$ cat src/rtl/decode_ibuf_fwd.sv
// -----------------------------------------------------------------------------
// decode_ibuf_fwd
//
// Decode front end sitting between fetch and execute.
//   * Fetched entries (PC, instruction, fetch exception) are buffered in a
//     DEPTH-entry in-order queue.
//   * The head entry's rs/rt operands are read from the regfile and can be
//     overridden by NFWD forwarding channels. Channel 0 is the youngest
//     pipeline stage and has the highest priority.
//   * The head is issued into a registered valid/ready output slot. The
//     branch and jump targets are computed while the entry is issued.
//
// Ports
//   clk, resetn                       clock, asynchronous active-low reset
//   in_valid_i / in_ready_o           fetch handshake
//   in_pc_i, in_inst_i,
//   in_exc_i, in_exccode_i            fetched entry
//   flush_i                           drops the queue and the output slot
//   rf_raddr1_o / rf_raddr2_o         head rs / rt (0 when the queue is empty)
//   rf_rdata1_i / rf_rdata2_i         regfile read data
//   fwd_addr_i / fwd_data_i /
//   fwd_ok_i                          packed forwarding channels, 5/32/1 bits each
//   out_valid_o / out_ready_i         issue-slot handshake
//   out_pc_o, out_inst_o,
//   out_rdata1_o, out_rdata2_o,
//   out_pc_b_o, out_pc_j_o,
//   out_exc_o, out_exccode_o          issued entry
//   perf_stall_o                      saturating count of forwarding-stall cycles
// -----------------------------------------------------------------------------
module decode_ibuf_fwd #(
  parameter int DEPTH = 4,
  parameter int NFWD  = 2
) (
  input  logic                clk,
  input  logic                resetn,

  input  logic                in_valid_i,
  output logic                in_ready_o,
  input  logic [31:0]         in_pc_i,
  input  logic [31:0]         in_inst_i,
  input  logic                in_exc_i,
  input  logic [4:0]          in_exccode_i,

  input  logic                flush_i,

  output logic [4:0]          rf_raddr1_o,
  output logic [4:0]          rf_raddr2_o,
  input  logic [31:0]         rf_rdata1_i,
  input  logic [31:0]         rf_rdata2_i,

  input  logic [5*NFWD-1:0]   fwd_addr_i,
  input  logic [32*NFWD-1:0]  fwd_data_i,
  input  logic [NFWD-1:0]     fwd_ok_i,

  output logic                out_valid_o,
  input  logic                out_ready_i,
  output logic [31:0]         out_pc_o,
  output logic [31:0]         out_inst_o,
  output logic [31:0]         out_rdata1_o,
  output logic [31:0]         out_rdata2_o,
  output logic [31:0]         out_pc_b_o,
  output logic [31:0]         out_pc_j_o,
  output logic                out_exc_o,
  output logic [4:0]          out_exccode_o,

  output logic [31:0]         perf_stall_o
);

  // Pointers carry one extra wrap bit. This lets "full" and "empty" be told
  // apart when the two pointers address the same slot.
  localparam int AW = $clog2(DEPTH);

  typedef logic [AW:0] ptr_t;

  localparam ptr_t FULL_COUNT = ptr_t'(DEPTH);

  typedef struct packed {
    logic [31:0] pc;
    logic [31:0] inst;
    logic        exc;
    logic [4:0]  exccode;
  } entry_t;

  // ---------------------------------------------------------------------------
  // Queue state
  // ---------------------------------------------------------------------------
  entry_t mem [DEPTH];
  ptr_t   wr_ptr;
  ptr_t   rd_ptr;
  ptr_t   count;

  entry_t head;
  logic   head_valid;
  logic   push;
  logic   issue;

  assign count      = wr_ptr - rd_ptr;
  assign in_ready_o = (count != FULL_COUNT);
  assign head_valid = (count != '0);
  assign head       = mem[rd_ptr[AW-1:0]];

  // A refused push stays refused even when a pop happens in the same cycle.
  // Using the registered count keeps in_ready_o free of any path from out_ready_i.
  assign push = in_valid_i && in_ready_o && !flush_i;

  // ---------------------------------------------------------------------------
  // Operand read and forwarding
  // ---------------------------------------------------------------------------
  assign rf_raddr1_o = head_valid ? head.inst[25:21] : 5'd0;
  assign rf_raddr2_o = head_valid ? head.inst[20:16] : 5'd0;

  // Returns {ok, data} for one read port. The channel scan runs from the
  // lowest priority to the highest, so the youngest hitting channel is written
  // last and wins. Register 0 never hits, which also covers the fwd_addr == 0
  // "no write" encoding.
  function automatic logic [32:0] fwd_pick(
    input logic [4:0]         raddr,
    input logic [31:0]        rf_data,
    input logic [5*NFWD-1:0]  addrs,
    input logic [32*NFWD-1:0] datas,
    input logic [NFWD-1:0]    oks
  );
    logic [32:0] pick;
    pick = {1'b1, rf_data};
    for (int k = NFWD - 1; k >= 0; k--) begin
      if ((raddr != 5'd0) && (raddr == addrs[k*5 +: 5])) begin
        pick = {oks[k], datas[k*32 +: 32]};
      end
    end
    return pick;
  endfunction

  logic [31:0] op1_data;
  logic [31:0] op2_data;
  logic        op1_ok;
  logic        op2_ok;
  logic        stall;

  // NOTE: every signal assigned in always_comb gets a value on every path
  // (here by the function's default). Otherwise a latch is inferred.
  always_comb begin
    {op1_ok, op1_data} = fwd_pick(rf_raddr1_o, rf_rdata1_i, fwd_addr_i, fwd_data_i, fwd_ok_i);
    {op2_ok, op2_data} = fwd_pick(rf_raddr2_o, rf_rdata2_i, fwd_addr_i, fwd_data_i, fwd_ok_i);
  end

  // Only the selected channel's ok flag matters. An older channel that also
  // hits but has not produced its result yet is shadowed and never stalls.
  assign stall = !op1_ok || !op2_ok;

  // An excepting entry never executes, so its operands do not matter and it
  // does not wait for them.
  assign issue = head_valid && (!stall || head.exc) &&
                 (!out_valid_o || out_ready_i) && !flush_i;

  // ---------------------------------------------------------------------------
  // Branch / jump targets (32-bit modular arithmetic)
  // ---------------------------------------------------------------------------
  logic [31:0] pc_plus4;
  logic [31:0] br_offset;
  logic [31:0] pc_b;
  logic [31:0] pc_j;

  assign pc_plus4  = head.pc + 32'd4;
  assign br_offset = {{14{head.inst[15]}}, head.inst[15:0], 2'b00};
  assign pc_b      = pc_plus4 + br_offset;
  assign pc_j      = {pc_plus4[31:28], head.inst[25:0], 2'b00};

  // ---------------------------------------------------------------------------
  // Queue storage
  // ---------------------------------------------------------------------------
  // NOTE: the entry array has no reset. An entry is only ever read after it
  // has been written, because the pointers decide which entries are valid.
  // Resetting the pointers is therefore enough to discard everything.
  always_ff @(posedge clk) begin
    if (push) begin
      mem[wr_ptr[AW-1:0]] <= '{pc: in_pc_i, inst: in_inst_i,
                               exc: in_exc_i, exccode: in_exccode_i};
    end
  end

  // NOTE: sequential state uses non-blocking assignments only. Every flop then
  // samples values from before the edge, whatever order the blocks run in.
  always_ff @(posedge clk or negedge resetn) begin
    if (!resetn) begin
      wr_ptr <= '0;
      rd_ptr <= '0;
    end else if (flush_i) begin
      wr_ptr <= '0;
      rd_ptr <= '0;
    end else begin
      if (push)  wr_ptr <= wr_ptr + ptr_t'(1);
      if (issue) rd_ptr <= rd_ptr + ptr_t'(1);
    end
  end

  // ---------------------------------------------------------------------------
  // Output slot
  // ---------------------------------------------------------------------------
  always_ff @(posedge clk or negedge resetn) begin
    if (!resetn) begin
      out_valid_o   <= 1'b0;
      out_pc_o      <= '0;
      out_inst_o    <= '0;
      out_rdata1_o  <= '0;
      out_rdata2_o  <= '0;
      out_pc_b_o    <= '0;
      out_pc_j_o    <= '0;
      out_exc_o     <= 1'b0;
      out_exccode_o <= '0;
    end else if (flush_i) begin
      // Flush wins over a simultaneous out_ready_i. The data fields hold.
      out_valid_o <= 1'b0;
    end else if (issue) begin
      out_valid_o   <= 1'b1;
      out_pc_o      <= head.pc;
      out_inst_o    <= head.inst;
      out_rdata1_o  <= op1_data;
      out_rdata2_o  <= op2_data;
      out_pc_b_o    <= pc_b;
      out_pc_j_o    <= pc_j;
      out_exc_o     <= head.exc;
      out_exccode_o <= head.exccode;
    end else if (out_ready_i) begin
      out_valid_o <= 1'b0;
    end
  end

  // ---------------------------------------------------------------------------
  // Stall counter: saturates, and is not cleared by flush
  // ---------------------------------------------------------------------------
  always_ff @(posedge clk or negedge resetn) begin
    if (!resetn) begin
      perf_stall_o <= '0;
    end else if (head_valid && stall && !head.exc && !flush_i &&
                 (perf_stall_o != 32'hFFFF_FFFF)) begin
      perf_stall_o <= perf_stall_o + 32'd1;
    end
  end

endmodule

$ cat config.mk
export PLATFORM = sky130hd
export DESIGN_NAME = decode_ibuf_fwd
export DESIGN_NICKNAME = d
export VERILOG_FILES = /design/src/rtl/decode_ibuf_fwd.sv
export SDC_FILE = /design/constraint.sdc
export NUM_CORES = 1
export LEC_CHECK = 0
export BUFFER_PORTS_ARGS = -buffer_cell sky130_fd_sc_hd__buf_2
export CAP_MARGIN = 15
export CORE_MARGIN = 4
export CORE_UTILIZATION = 40
export DETAILED_ROUTE_END_ITERATION = 10
export GPL_TIMING_DRIVEN = 0
export SLEW_MARGIN = 25
export SYNTH_ARGS = -nofsm -noshare
export SYNTH_HDL_FRONTEND = slang
export SYNTH_SLANG_ARGS = --single-unit
$ cat constraint.sdc
create_clock -name clk -period 7.15 [get_ports clk]
set_clock_uncertainty 0.1 [all_clocks]
set_input_delay 1.43 -clock clk [delete_from_list [all_inputs] [get_ports clk]]
set_output_delay 1.43 -clock clk [all_outputs]
set_load 0.1 [all_outputs]
==> impl_metrics.tcl <==
set metrics [dict create \
    wl_per_cell_um 22.0 \
    synth_commonest_cells "edfxtp_1, dfrtp_1, nor2_1" \
    worstPathCellList "buf_4 -> buf_4 -> buf_2 -> buf_2 -> clkbuf_1 -> mux4_2 -> ha_1 -> fa_1 -> a211o_1 -> a211oi_1 -> nor3_1 -> o311ai_0 -> a211o_1 -> a311oi_1 -> nor4b_1 -> nor3_1 -> o21ai_0" \
    maxCapViolCount 0 \
    clkSinkCount 487 \
    drt-met1-wl_um 27200 \
    synth.area.top_cells "edfxtp_1, dfrtp_1, mux4_2" \
    cp_num_cells 17 \
    grt_max_degree 85 \
    grt_pass1_vias 15700 \
    cts_root_buf "clkbuf_16" \
    worstSetupPathType "reg -> reg" \
    grt_setup_unrepaired "no" \
    r2r_cells 17 \
    yosysTopAreaCell "edfxtp_1" \
    grt_usage_pct 21.1 \
    endpoint "out_pc_b_o[30]" \
    slew_violations 0 \
    drtIter0Drc 1071 \
    overflow 0 \
    synth.avg_cell_area_sq_um 13.8 \
    clockBufferDepth 3 \
    worstReg2RegEnd "out_pc_b_o[30]" \
    ff_latch_area_sq_um 13600 \
    r2r_slack_ns 0.52 \
    syn2layout_area_growth_pct 22.7 \
    antenna_left 0 \
    finalHoldViolations 0 \
    cts_max_level 2 \
    multiInputGateArea_sq_um 8110 \
    finalCritPeriodShare_pct 92.8 \
    first_pass_iters 7 \
    fin_cells 2932 \
    synthCells 1617 \
    synth_cell_type_count 64 \
    num_rows 86 \
    yosys_warnings 0 \
    cp_slowest_stage_delay_ns 0.75 \
    end_kind "flip-flop" \
    crit_buf_inv 5 \
    dr_total_vias 15300 \
    yosysMostFrequentCell "edfxtp_1" \
    setup_viol 0 \
    startpoint_type "flip-flop" \
    route.top_layer_used "met5" \
    cts_buffers 51 \
    drc 0 \
    nFillCells 4941 \
    synthesis.area_sq_um 22400 \
    tightestPinTransition_ns 0.933 \
    synthFlopType "edfxtp_1" \
    status "finished, final reports clean" \
    synth_top_area_share_pct 37.6 \
    dieArea_sq_um 59800 \
    max_freq_mhz 151 \
    synth_edf_count 280 \
    cp_slowest_cell "buf_2" \
    core_sq_um 55200 \
    start_util_pct 40.5 \
    wl_met2_um 31400 \
    critPathMaxFanout 28 \
    hpwl_um 47400 \
    hold_buffers 0 \
    drive_gt1_share_pct 34.9 \
    clkLatencyLatePin_ns 0.62 \
    cp-startpoint "rd_ptr[1]" \
    grt_antenna_before_repair 20 \
    clk_pin_slew_ns 0.07 \
    max_slew_margin_pct 37.8 \
    wl_um 64400 \
    die_w_um 245 \
    async_flop_share_pct 42.5 \
    die_h_um 245 \
    cts_setup_buffers 0 \
    port_buffers 454 \
    holdCritPathClass "reg -> reg" \
    globalplace.congestion 0.874 \
    cp.required_ns 7.55 \
    dp.cells 2826 \
    layout.nets 2383 \
    finalCriticalPeriod_ns 6.63 \
    critical-path-top-delay-family "buffers and inverters" \
    critPathArrivalTime_ns 7.04 \
    met3_wirelength_um 4250 \
    r2r_start "rd_ptr[1]" \
    ys_ff_latch 487 \
    ys_seq_area_share_pct 60.7 \
    cts_tree "built" \
    io_pins 457 \
    viasPerCell 5.23 \
    grt_pass1_wl_um 96800 \
]
==> layout by cell type, fill, tap and decap left out, drive strengths merged, types with 20 or more instances in the layout <==
| master | synthesis | routed |
|---|---|---|
| mux2 | 80 | 80 |
| buf | 71 | 530 |
| mux4 | 70 | 70 |
| nor3 | 20 | 20 |
| nand2 | 94 | 94 |
| nor2 | 123 | 123 |
| edfxtp | 280 | 280 |
| mux2i | 67 | 67 |
| clkbuf | 39 | 109 |
| dfrtp | 207 | 207 |
| inv | 19 | 21 |
| xor2 | 56 | 56 |
| xnor2 | 46 | 46 |
| o21ai | 79 | 79 |
| nand3 | 40 | 40 |
| a211oi | 36 | 36 |
| ha | 38 | 38 |
| a21oi | 58 | 58 |
| a21o | 46 | 46 |
==> sequential cells by signal, indices dropped and copies added, names as in the netlist <==
| name | count |
|---|---|
| rd_ptr | 3 |
| out_exc_o | 1 |
| out_pc_j_o | 4 |
| out_pc_o | 32 |
| out_rdata2_o | 32 |
| perf_stall_o | 32 |
| out_inst_o | 32 |
| out_rdata1_o | 32 |
| out_pc_b_o | 30 |
| wr_ptr | 3 |
| mem | 280 |
| out_exccode_o | 5 |
| out_valid_o | 1 |
==> kinds of logic (layout without fill, tap and decap cells) <==
family                     after synthesis  after routing  synth area share [%]
xor gates and xnor gates               102            102                  3.99
buffers and inverters                  129            683                  3.13
muxes                                  217            217                  14.1
AOI/OAI and AO/OA                      268            268                  7.66
other                                    1             14                0.0168
adders and majority gates               39             39                  2.21
DFF                                    487            487                  60.7
and+or+nand+nor                        374            374                  8.21
==> worst min path at each step <==
stage | from | end | cells after the start
after floorplan | wr_ptr[2] | wr_ptr[2] | 2
after global placement | out_rdata1_o[2] | out_rdata1_o[2] | 1
after detailed placement | out_rdata1_o[31] | out_rdata1_o[31] | 1
after CTS | out_rdata1_o[31] | out_rdata1_o[31] | 1
after global routing | out_rdata1_o[19] | out_rdata1_o[19] | 1
final | out_rdata1_o[31] | out_rdata1_o[31] | 1
==> per-stage QoR <==
stage | util (%) | instance area [sq um] | setup WS [ns] | TNS (ns) | hold slack, ns
finish | 49.8 | 27500 | 0.517 | 0 | 0.369
global route | 49.7 | 27500 | 0.187 | 0 | 0.387
detailed placement | 46.7 | 25800 | -0.432 | -40.61 | 0.361
global placement | 46.4 | 25600 | -1.45 | -445.69 | 0.357
CTS | 49.7 | 27400 | 0.0590 | 0 | 0.374
floorplan | - | 22400 | 1.08 | 0 | 0.425
==> routing by layer <==
layer / GRT usage [%] / up-vias
met5: 0 / -
met3: 5.09 / 92
met1: 27.5 / 7701
met2: 35.7 / 448
li1: - / 7072
met4: 5.42 / 16
==> layout make-up <==
cell class | instances | share of cell area (%)
diodes | 12 | 0.109
well taps | 748 | 3.41
repair buffers | 460 | 8.91
plain buffers | 108 | 2.26
multi-input cells | 1002 | 29.5
clock buffers | 71 | 5.10
flip-flops and latches | 487 | 49.5
clock inverters | 25 | 0.952
inverters | 19 | 0.260
==> worst register-to-register path, delay by kind of cell (launching register included) <==
family                     cells  cell delay [ns]
AOI/OAI and AO/OA              6             1.94
adders and majority gates      2             0.70
buffers and inverters          5             2.17
DFF                            1             0.57
muxes                          1             0.46
and+or+nand+nor                3             0.57
==> repair_timing <==
action / 4_1_cts / 5_1_grt
resized for setup: 0 / 0
endpoints found under the setup margin: 184 / 33
cloned: 0 / 0
Power is left out: the tool's default activity adds up to more than one toggle a clock period on the data nets, which glitch-free logic cannot reach.
